### src/rtl/m2_phase_scheduler_pkg.sv
// Shared types and constants for the Milestone 2 IDCT phase scheduler.
package m2_sched_pkg;

    typedef enum logic [2:0] {
        S_IDLE,
        S_FS_LI,
        S_CT_LI,
        S_MEGA_A,
        S_MEGA_B,
        S_CS_LO,
        S_WS_LO
    } m2_sched_state_type;

    typedef enum logic [1:0] {
        SEG_Y,
        SEG_U,
        SEG_V
    } seg_type;

    typedef struct packed {
        seg_type    seg;
        logic [4:0] row;
        logic [5:0] col;
    } cursor_type;

    localparam logic [17:0] WS_Y_BASE = 18'd0;
    localparam logic [17:0] WS_U_BASE = 18'd38400;
    localparam logic [17:0] WS_V_BASE = 18'd57600;
    localparam logic [17:0] FS_Y_BASE = 18'd76800;
    localparam logic [17:0] FS_U_BASE = 18'd153600;
    localparam logic [17:0] FS_V_BASE = 18'd192000;

    localparam logic [8:0] STRIDE_320 = 9'd320;
    localparam logic [8:0] STRIDE_160 = 9'd160;
    localparam logic [8:0] STRIDE_80  = 9'd80;

    localparam int Y_BLOCKS     = 1200;
    localparam int UV_BLOCKS    = 600;
    localparam int TOTAL_BLOCKS = 2400;

    localparam logic [1:0] OWNER_NONE = 2'd0;
    localparam logic [1:0] OWNER_FS   = 2'd1;
    localparam logic [1:0] OWNER_WS   = 2'd2;

    localparam cursor_type CURSOR_ORIGIN = '{seg: SEG_Y, row: 5'd0, col: 6'd0};

    // Raster step: column wraps at the segment width, row wraps at the segment height.
    function automatic cursor_type next_cursor(input cursor_type c, input int y_cols,
                                               input int uv_cols, input int rows);
        cursor_type n;
        logic [5:0] last_col;
        n = c;
        last_col = (c.seg == SEG_Y) ? 6'(y_cols - 1) : 6'(uv_cols - 1);
        if (c.col != last_col) begin
            n.col = c.col + 6'd1;
        end else begin
            n.col = 6'd0;
            if (c.row != 5'(rows - 1)) begin
                n.row = c.row + 5'd1;
            end else begin
                n.row = 5'd0;
                n.seg = (c.seg == SEG_Y) ? SEG_U : SEG_V;
            end
        end
        return n;
    endfunction

endpackage

### src/rtl/m2_phase_scheduler_block_addr.sv
// Maps a block cursor to its SRAM base address and row stride using shifts and adds.
module m2_block_addr
    import m2_sched_pkg::*;
#(
    parameter bit IS_WRITE = 1'b0,
    parameter int STRIDE_W = 9
) (
    input  seg_type             seg,
    input  logic [4:0]          row,
    input  logic [5:0]          col,
    output logic [17:0]         base,
    output logic [STRIDE_W-1:0] stride
);

    logic [17:0] r;
    logic [17:0] c;
    logic [17:0] seg_base;
    logic [17:0] row_term;
    logic [17:0] col_term;
    logic [8:0]  full_stride;

    assign r = 18'(row);
    assign c = 18'(col);

    // Fetch rows are 2560/1280 words apart, write rows 1280/640 (Y vs U/V).
    always_comb begin
        seg_base    = 18'd0;
        row_term    = 18'd0;
        full_stride = 9'd0;
        col_term    = IS_WRITE ? (c << 2) : (c << 3);
        if (IS_WRITE) begin
            case (seg)
                SEG_Y: begin
                    seg_base    = WS_Y_BASE;
                    row_term    = (r << 10) + (r << 8);
                    full_stride = STRIDE_160;
                end
                SEG_U: begin
                    seg_base    = WS_U_BASE;
                    row_term    = (r << 9) + (r << 7);
                    full_stride = STRIDE_80;
                end
                default: begin
                    seg_base    = WS_V_BASE;
                    row_term    = (r << 9) + (r << 7);
                    full_stride = STRIDE_80;
                end
            endcase
        end else begin
            case (seg)
                SEG_Y: begin
                    seg_base    = FS_Y_BASE;
                    row_term    = (r << 11) + (r << 9);
                    full_stride = STRIDE_320;
                end
                SEG_U: begin
                    seg_base    = FS_U_BASE;
                    row_term    = (r << 10) + (r << 8);
                    full_stride = STRIDE_160;
                end
                default: begin
                    seg_base    = FS_V_BASE;
                    row_term    = (r << 10) + (r << 8);
                    full_stride = STRIDE_160;
                end
            endcase
        end
    end

    assign base   = seg_base + row_term + col_term;
    assign stride = STRIDE_W'(full_stride);

endmodule

### src/rtl/m2_phase_scheduler.sv
// Milestone 2 top-level sequencer: walks Y/U/V blocks and overlaps FS with CS and CT with WS.
module m2_phase_scheduler
    import m2_sched_pkg::*;
#(
    parameter int Y_BLOCK_COLS  = 40,
    parameter int UV_BLOCK_COLS = 20,
    parameter int BLOCK_ROWS    = 30
) (
    input  logic        clk,
    input  logic        reset,
    input  logic        start,
    output logic        busy,
    output logic        done,
    output logic        fs_start,
    output logic        ct_start,
    output logic        cs_start,
    output logic        ws_start,
    input  logic        fs_done,
    input  logic        ct_done,
    input  logic        cs_done,
    input  logic        ws_done,
    output logic [17:0] fs_base_address,
    output logic [8:0]  fs_row_stride,
    output logic [17:0] ws_base_address,
    output logic [7:0]  ws_row_stride,
    output logic [1:0]  sram_owner
);

    // The write cursor of the last overlapped pair trails the final block by one.
    localparam cursor_type LAST_W = '{seg: SEG_V, row: 5'(BLOCK_ROWS - 1), col: 6'(UV_BLOCK_COLS - 2)};

    m2_sched_state_type state, nxt_state;
    cursor_type  f_cur, w_cur, f_sel, w_sel, f_adv;
    logic        fs_flag, ct_flag, cs_flag, ws_flag;
    logic        fs_ok, ct_ok, cs_ok, ws_ok, advance;
    logic [17:0] f_base, w_base;
    logic [8:0]  f_stride;
    logic [7:0]  w_stride;

    assign f_adv   = next_cursor(f_cur, Y_BLOCK_COLS, UV_BLOCK_COLS, BLOCK_ROWS);
    assign fs_ok   = fs_flag | (fs_done & ~fs_start);
    assign ct_ok   = ct_flag | (ct_done & ~ct_start);
    assign cs_ok   = cs_flag | (cs_done & ~cs_start);
    assign ws_ok   = ws_flag | (ws_done & ~ws_start);
    assign advance = (nxt_state != state);

    m2_block_addr #(.IS_WRITE(1'b0), .STRIDE_W(9)) u_fetch_addr (
        .seg(f_sel.seg), .row(f_sel.row), .col(f_sel.col), .base(f_base), .stride(f_stride)
    );

    m2_block_addr #(.IS_WRITE(1'b1), .STRIDE_W(8)) u_write_addr (
        .seg(w_sel.seg), .row(w_sel.row), .col(w_sel.col), .base(w_base), .stride(w_stride)
    );

    // Next phase and the cursor values that phase will work on.
    always_comb begin
        nxt_state = state;
        f_sel     = f_cur;
        w_sel     = w_cur;
        case (state)
            S_IDLE: if (start) begin
                nxt_state = S_FS_LI;
                f_sel     = CURSOR_ORIGIN;
            end
            S_FS_LI:  if (fs_ok) nxt_state = S_CT_LI;
            S_CT_LI: if (ct_ok) begin
                nxt_state = S_MEGA_A;
                w_sel     = f_cur;
                f_sel     = f_adv;
            end
            S_MEGA_A: if (fs_ok && cs_ok) nxt_state = S_MEGA_B;
            S_MEGA_B: if (ct_ok && ws_ok) begin
                if (w_cur != LAST_W) begin
                    nxt_state = S_MEGA_A;
                    w_sel     = f_cur;
                    f_sel     = f_adv;
                end else begin
                    nxt_state = S_CS_LO;
                end
            end
            S_CS_LO: if (cs_ok) begin
                nxt_state = S_WS_LO;
                w_sel     = f_cur;
            end
            S_WS_LO: if (ws_ok) nxt_state = S_IDLE;
            default: nxt_state = S_IDLE;
        endcase
    end

    // Start pulses, addresses and SRAM ownership are all loaded on phase entry.
    always_ff @(posedge clk) begin
        if (reset) begin
            state           <= S_IDLE;
            f_cur           <= CURSOR_ORIGIN;
            w_cur           <= CURSOR_ORIGIN;
            {fs_flag, ct_flag, cs_flag, ws_flag}     <= 4'b0;
            {fs_start, ct_start, cs_start, ws_start} <= 4'b0;
            busy            <= 1'b0;
            done            <= 1'b0;
            fs_base_address <= 18'd0;
            fs_row_stride   <= 9'd0;
            ws_base_address <= 18'd0;
            ws_row_stride   <= 8'd0;
            sram_owner      <= OWNER_NONE;
        end else begin
            state <= nxt_state;
            f_cur <= f_sel;
            w_cur <= w_sel;
            {fs_start, ct_start, cs_start, ws_start} <= 4'b0;
            done  <= 1'b0;
            if (advance) begin
                {fs_flag, ct_flag, cs_flag, ws_flag} <= 4'b0;
            end else if (state == S_MEGA_A) begin
                fs_flag <= fs_ok;
                cs_flag <= cs_ok;
            end else if (state == S_MEGA_B) begin
                ct_flag <= ct_ok;
                ws_flag <= ws_ok;
            end
            if (advance) begin
                case (nxt_state)
                    S_FS_LI: begin
                        fs_start        <= 1'b1;
                        fs_base_address <= f_base;
                        fs_row_stride   <= f_stride;
                        busy            <= 1'b1;
                        sram_owner      <= OWNER_FS;
                    end
                    S_CT_LI: begin
                        ct_start   <= 1'b1;
                        sram_owner <= OWNER_NONE;
                    end
                    S_MEGA_A: begin
                        cs_start        <= 1'b1;
                        fs_start        <= 1'b1;
                        fs_base_address <= f_base;
                        fs_row_stride   <= f_stride;
                        sram_owner      <= OWNER_FS;
                    end
                    S_MEGA_B: begin
                        ct_start        <= 1'b1;
                        ws_start        <= 1'b1;
                        ws_base_address <= w_base;
                        ws_row_stride   <= w_stride;
                        sram_owner      <= OWNER_WS;
                    end
                    S_CS_LO: begin
                        cs_start   <= 1'b1;
                        sram_owner <= OWNER_NONE;
                    end
                    S_WS_LO: begin
                        ws_start        <= 1'b1;
                        ws_base_address <= w_base;
                        ws_row_stride   <= w_stride;
                        sram_owner      <= OWNER_WS;
                    end
                    default: begin
                        done       <= 1'b1;
                        busy       <= 1'b0;
                        sram_owner <= OWNER_NONE;
                    end
                endcase
            end
        end
    end

endmodule

### config.mk
export PLATFORM = sky130hd
export DESIGN_NAME = m2_phase_scheduler
export DESIGN_NICKNAME = d
export VERILOG_FILES = /design/src/rtl/m2_phase_scheduler_pkg.sv /design/src/rtl/m2_phase_scheduler_block_addr.sv /design/src/rtl/m2_phase_scheduler.sv
export SDC_FILE = /design/constraint.sdc
export NUM_CORES = 1
export LEC_CHECK = 0
export ABC_CLOCK_PERIOD_IN_PS = 6800
export CAP_MARGIN = 25
export CORE_ASPECT_RATIO = 0.6
export CORE_MARGIN = 2
export CORE_UTILIZATION = 50
export CTS_BUF_LIST = sky130_fd_sc_hd__clkbuf_2 sky130_fd_sc_hd__clkbuf_4 sky130_fd_sc_hd__clkbuf_8
export DETAILED_ROUTE_END_ITERATION = 7
export DONT_BUFFER_PORTS = 1
export PLACE_DENSITY = 0.63
export SLEW_MARGIN = 20
export SYNTH_ARGS = -nofsm -noshare
export SYNTH_HDL_FRONTEND = slang
export SYNTH_HIERARCHICAL = 1
export SYNTH_SLANG_ARGS = --single-unit
### constraint.sdc
create_clock -name clk -period 6.8 [get_ports clk]
set_input_delay 1.36 -clock clk [delete_from_list [all_inputs] [get_ports clk]]
set_output_delay 1.36 -clock clk [all_outputs]
set_load 0.03 [all_outputs]
==> impl_metrics.toml, run 1 <==
[grt]
grt.overflow.total = 0
number_of_antenna_violations_at_the_first_check_in_global_routing = 0
vias_in_the_first_global_route = 4260
global_route.usage.total_pct = 22.0
grt_start_max_net_pins = 90
first_pass_grt_wire_length_microns = 21600

[cts]
worstSkewPairLatency_ns = 0.37
post_cts_setup_repair_buffer_count = 0
worst_setup_hold_path_clk_slew_ns = 0.09
clockBufferDepth = 2
clock_tree.root_cell = "clkbuf_8"
tritoncts = "built"
cts_repair_resize_count = 0
numClockSinks = 94
cts_buffers = 9
holdBufCountCts = 0
cts.htree.levels = 3

[routing]
wl_per_cell_microns = 16.0
detail_route.wirelength.met1_microns = 7130
ant_nets = 0
drt-pass1-iter-count = 4
num_vias = 4622
route.met2.wl_microns = 4950
top_layer = "met4"
detailroute.wirelength.met3_microns = 920
route.detailed.drc = 0
detail_route.iter0.violations = 343
avgViaCountPerCell = 5.62
routed_wirelength_microns = 13100

[final_layout]
regArea_sq_mm = 0.00188
final_layout_size_suffix_gt1_share_pct = 8.11
multi_input_area_sq_mm = 0.00342
design.final.nets = 710
antennaDiodeCount = 0
fillCellCount = 1069
postLayoutCellArea_sq_mm = 0.00583
area.growth.synth_to_final_pct = 1.41

[worst_setup_path]
cell_family_contributing_the_most_delay_on_the_critical_path = "compound AO/OA/AOI/OAI gates"
crit_path_end_kind = "flip-flop"
critical-path-max-stage-delay_ns = 0.52
worst-path-max-fanout = 12
startpoint_type = "input pin"
worst-path-buf-inv = 0
worst_path_max_delay_cell = "o21ai_0"
worst-setup-path-type = "in -> reg"
worst-endpoint-required_ns = 7.11
timing.critical_path.cells = "nor2b_1 -> o22ai_1 -> o21ai_0 -> o21ai_1 -> nand2_1 -> nand2_1 -> ha_1 -> fa_1 -> a21oi_1 -> nor2b_1 -> xnor2_1 -> a21oi_1 -> ha_1 -> or2_2 -> nand3_1 -> o311ai_0 -> a211oi_1 -> and4_1 -> xor2_1 -> mux2i_1 -> nor2_1"
cp_data_arrival_time_ns = 6.42

[yosys]
synth_area_leaders = "dfxtp_1 33%, nand2_1 7.4%, ha_1 5.7%"
yosysWarnings = 6
number_of_enable_type_register_cells_in_the_synthesized_netlist = 0
syn_std_cell_area_sq_mm = 0.00575
synth_common_cells = "113 x nand2_1, 94 x dfxtp_1, 64 x a21oi_1, 59 x nor2_1, 32 x o21ai_0"
yosys_register_bits = 94
synth_simple_gate_area_share_pct = 22.6
synth_top_family_by_area = "simple AND/OR/NAND/NOR gates"
synth.distinct_cells = 77
async_reset_ff_share_pct = 0
syn_inst = 708
synth_compound_gate_area_share_pct = 18.9
netlist.top_cell.by_area = "dfxtp_1"
post_synth_xor_area_fraction_pct = 4.26
sequential_element_share_of_the_synthesized_area_pct = 32.7
synth_adder_area_share_pct = 7.05
synth_largest_type_area_fraction_pct = 32.7
synthMostInstantiatedCell = "nand2_1"
muxShareOfSynthArea_pct = 5.55
dominantRegCellSynth = "dfxtp_1"
syn-mean-instance-area_sq_um = 8.12

[floorplan]
fp.dieArea_sq_mm = 0.0124
core-area_sq_mm = 0.0113
die_height_microns = 87.1
num_rows = 30
initial_core_util_pct = 51.1
i_o_pins = 68
die_w_microns = 142

[placement]
dp_worst_setup_slack_ns = 0.389
placement.io_buffers = 0
place_area_sq_mm = 0.00563
final_estimated_routing_congestion_in_global_placement = 0.886
detailedPlacementHpwl_microns = 9680

[sta]
timing.max_slew.rel_slack_pct = 47.1
layout_worst_path_cycle_share_pct = 89.9
timing.final.hold_violations = 0
period_minus_slack_ns = 6.11
fin_worst_skew_ns = 0.00805
max_clock_freq_ghz = 0.164
worst_setup_slack_final_ns = 0.690
grt_setup_unrepaired = "no"
setup_viol = 0
slew_of_the_pin_with_the_lowest_slew_margin_ns = 0.788
maxSlewViolCount = 0
fin_tns_setup_ns = 0

[power_and_ir_drop]
cellLeakagePower_nw = 2.55
cell_area_power_density_mw_per_mm2 = 179
switching_share_pct = 27.0
total_switching_power_mw = 0.282
power.share.sequential_pct = 56.9
clkPwrFrac_pct = 36.5
intPower_mw = 0.763
comb_power_share_pct = 6.6
ir_drop_v = 0.000110

[min_path]
min-delay-path-class = "reg -> reg"

[run]
drv.max_cap_violation_count = 0

[run_status]
run_status = "complete, no violations"
[registers in the layout, indices dropped and copies added (netlist names)]
register and flops:
busy 1, cs_flag 1, cs_start 1, ct_flag 1, ct_start 1, done 1
f_cur 13, fs_base_address 18, fs_flag 1, fs_row_stride 9, fs_start 1, sram_owner 2
state 3, w_cur 13, ws_base_address 18, ws_flag 1, ws_row_stride 8, ws_start 1
[final cells by class]
cell class,count,area share [%]
Inverter,22,1.42
Multi-Input combinational cell,539,58.6
Sequential cell,94,32.3
Tap cell,144,3.09
Clock buffer,11,2.38
Timing Repair Buffer,7,1.24
Clock inverter,5,1.03
[routing by layer]
layer	vias to the layer above	global-route usage, %
met5	-	0
met4	0	5.49
met3	12	5.94
met2	136	29.3
met1	2122	34.3
li1	2352	-
[power by group through the flow]
stage	logic [mW]	clock network [mW]	registers [mW]
detailed placement	0.0686	0	0.608
floorplan	0.0726	0	0.602
global route	0.0795	0.411	0.597
CTS	0.0689	0.394	0.595
global placement	0.0669	0	0.607
finish	0.0688	0.382	0.595
[metrics by stage]
step           hold WS, ns  util [%]  total power [mW]  std cells
2_1_floorplan        0.449         -             0.675        720
3_5_place_dp         0.464      50.0             0.676        806
6_report             0.483      51.8              1.05        822
4_1_cts              0.476      51.8              1.06        822
5_1_grt              0.501      51.8              1.09        822
3_3_place_gp         0.459      49.8             0.674        805
[final timing paths]
path	start	end	slack, ns	cells past startpoint
min reg2reg	w_cur[6]	w_cur[6]	0.48	2
max reg2reg	w_cur[0]	ws_base_address[16]	1.22	21
min	w_cur[6]	w_cur[6]	0.48	2
max	ct_done	ws_base_address[16]	0.69	21
[cell families after synthesis]
family | count (synthesis)
multiplexers | 31
buffers and inverters | 87
flip-flops | 94
adder cells (fa/ha/maj) | 30
XOR/XNOR | 28
AND/OR/NAND/NOR | 267
AO/OA/AOI/OAI | 169
other | 2
[layout by cell type (no fill, tap or decap), types with 8 or more instances in the layout]
cell       netlist  layout
nand2_1        113     113
o21ai_0         32      32
clkbuf_8         0       9
xnor2_1         18      18
nand3_1         18      18
inv_1           22      22
dfxtp_1         94      94
nor3_1           8       8
mux2i_1         27      27
conb_1           2      14
nor2_1          59      59
a21oi_1         64      64
or2_2            8       8
ha_1            26      26
o2111ai_1       14      14
a31oi_1         11      11
xor2_1          10      10
nor2b_1         16      16
[worst min-delay path: cells and delay by family, from the launching register on]
family / cells / cell delay, ns
simple gates: 1 / 0.07
compound gates: 1 / 0.05
flops: 1 / 0.32
(Power assumes the default switching activity.)
==> run 2: changes to the inputs <==
- CORE_UTILIZATION: 50 -> 35
- PLACE_DENSITY: 0.63 -> 0.47
==> run 2 against run 1 <==
Sequential power barely moved; critical path depth increased by 2; total power rose by 4.4%; routed wire length is 8.5% higher; largest power group unchanged; maximum frequency increased by 6.8%.
==> impl_metrics.toml, run 2 (synthesis gave the netlist of run 1 again) <==
[routing]
detailroute.wirelength.met3_microns = 995
detail_route.wirelength.met1_microns = 8050
route.met2.wl_microns = 5080
avgViaCountPerCell = 5.20
ant_nets = 0
detail_route.iter0.violations = 272
drt-pass1-iter-count = 5
num_vias = 4616
routed_wirelength_microns = 14200
top_layer = "met4"
route.detailed.drc = 0
wl_per_cell_microns = 16.0

[grt]
global_route.usage.total_pct = 16.8
grt.overflow.total = 0
number_of_antenna_violations_at_the_first_check_in_global_routing = 0
first_pass_grt_wire_length_microns = 23100
vias_in_the_first_global_route = 4372
grt_start_max_net_pins = 90

[final_layout]
final-instance-count-excl-fill = 888
antennaDiodeCount = 0
multi_input_area_sq_mm = 0.00342
area.growth.synth_to_final_pct = 3.00
mostFrequentLayoutCell = "nand2_1"
regArea_sq_mm = 0.00188
fillCellCount = 1693
largest_registers = "fs_base_address x18, ws_base_address x18"
final_layout_size_suffix_gt1_share_pct = 8.25
design.final.nets = 711
layout_common_cells = "113 x nand2_1, 94 x dfxtp_1, 64 x a21oi_1"
final_util_pct = 36.6

[placement]
final_estimated_routing_congestion_in_global_placement = 0.819
placed_cells_incl_taps = 872
detailedPlacementHpwl_microns = 10500
dp_worst_setup_slack_ns = 0.788
placement.io_buffers = 0

[power_and_ir_drop]
ir_drop_v = 0.000101
cell_area_power_density_mw_per_mm2 = 184
cellLeakagePower_nw = 2.56

[sta]
period_minus_slack_ns = 5.72
setup_viol = 0
timing.final.hold_violations = 0
fin_worst_skew_ns = 0.0123
finalHoldWorstSlack_ns = 0.482
maxSlewViolCount = 0
slew_of_the_pin_with_the_lowest_slew_margin_ns = 0.619
timing.max_slew.rel_slack_pct = 58.2
layout_worst_path_cycle_share_pct = 84.2
grt_setup_unrepaired = "no"
max_clock_freq_ghz = 0.175
worst_setup_slack_final_ns = 1.08
fin_tns_setup_ns = 0

[cts]
clock_tree.root_cell = "clkbuf_8"
cts_repair_resize_count = 0
cts.htree.levels = 3
worstSkewPairLatency_ns = 0.38
worst_setup_hold_path_clk_slew_ns = 0.10
numClockSinks = 94
holdBufCountCts = 0
cts_buffers = 9
tritoncts = "built"
post_cts_setup_repair_buffer_count = 0
clockBufferDepth = 2

[floorplan]
initial_core_util_pct = 35.6
die_height_microns = 103
die_w_microns = 169
num_rows = 36
fp.dieArea_sq_mm = 0.0175
i_o_pins = 68
core-area_sq_mm = 0.0162

[worst_setup_path]
crit_path_end_kind = "flip-flop"
worst-setup-path-type = "in -> reg"
cp_data_arrival_time_ns = 6.04
worst-path-max-fanout = 17
startpoint_type = "input pin"
worst-endpoint-required_ns = 7.12

[run_status]
run_status = "complete, no violations"

[min_path]
min-delay-path-class = "reg -> reg"

[run]
drv.max_cap_violation_count = 0
[run 2: worst max-delay path, stage by stage]
cell,delay (ns)
nor2b_1,0.46
o21ai_0,0.15
a21oi_1,0.18
buf_4,0.24
o21ai_1,0.10
buf_4,0.19
nand2_1,0.09
nand2_1,0.09
ha_1,0.27
fa_1,0.46
a21oi_1,0.15
nor2b_1,0.07
xnor2_1,0.18
a21oi_1,0.11
ha_1,0.37
or2_2,0.36
a31o_1,0.22
a31oi_1,0.20
xnor2_1,0.20
and4_1,0.24
xor2_1,0.15
mux2i_1,0.08
nor2_1,0.09
[run 2: final cells by class]
type | instances | area share [%]
Multi-Input combinational cell | 539 | 57.7
Sequential cell | 94 | 31.8
Tap cell | 209 | 4.41
Clock buffer | 10 | 2.32
Clock inverter | 6 | 1.42
Inverter | 22 | 1.39
Timing Repair Buffer | 8 | 1.01
[run 2: power by group]
group | internal (mW) | switching, mW
combinational | 0.0223 | 0.0488
sequential | 0.562 | 0.0332
clock | 0.217 | 0.208
[run 2: stage by stage]
stage          total power, mW  cell area, sq um
3_3_place_gp             0.677              5700
2_1_floorplan            0.675              5800
4_1_cts                   1.11              5920
3_5_place_dp             0.679              5700
6_report                  1.09              5920
5_1_grt                   1.14              5920
[run 2: worst paths after layout]
| kind | slack (ns) | to | startpoint | depth (start not counted) |
|---|---|---|---|---|
| setup / recovery | 1.08 | ws_base_address[16] | ct_done | 23 |
| hold / removal | 0.48 | w_cur[11] | w_cur[11] | 2 |
| setup reg to reg | 1.47 | ws_base_address[16] | w_cur[0] | 21 |
| hold reg to reg | 0.48 | w_cur[11] | w_cur[11] | 2 |
[run 2: per-layer routing]
metal  up-vias  track usage (%)
li1       2353                -
met5         -                0
met1      2135             25.8
met3        10             5.21
met4         0             3.68
met2       118             22.4
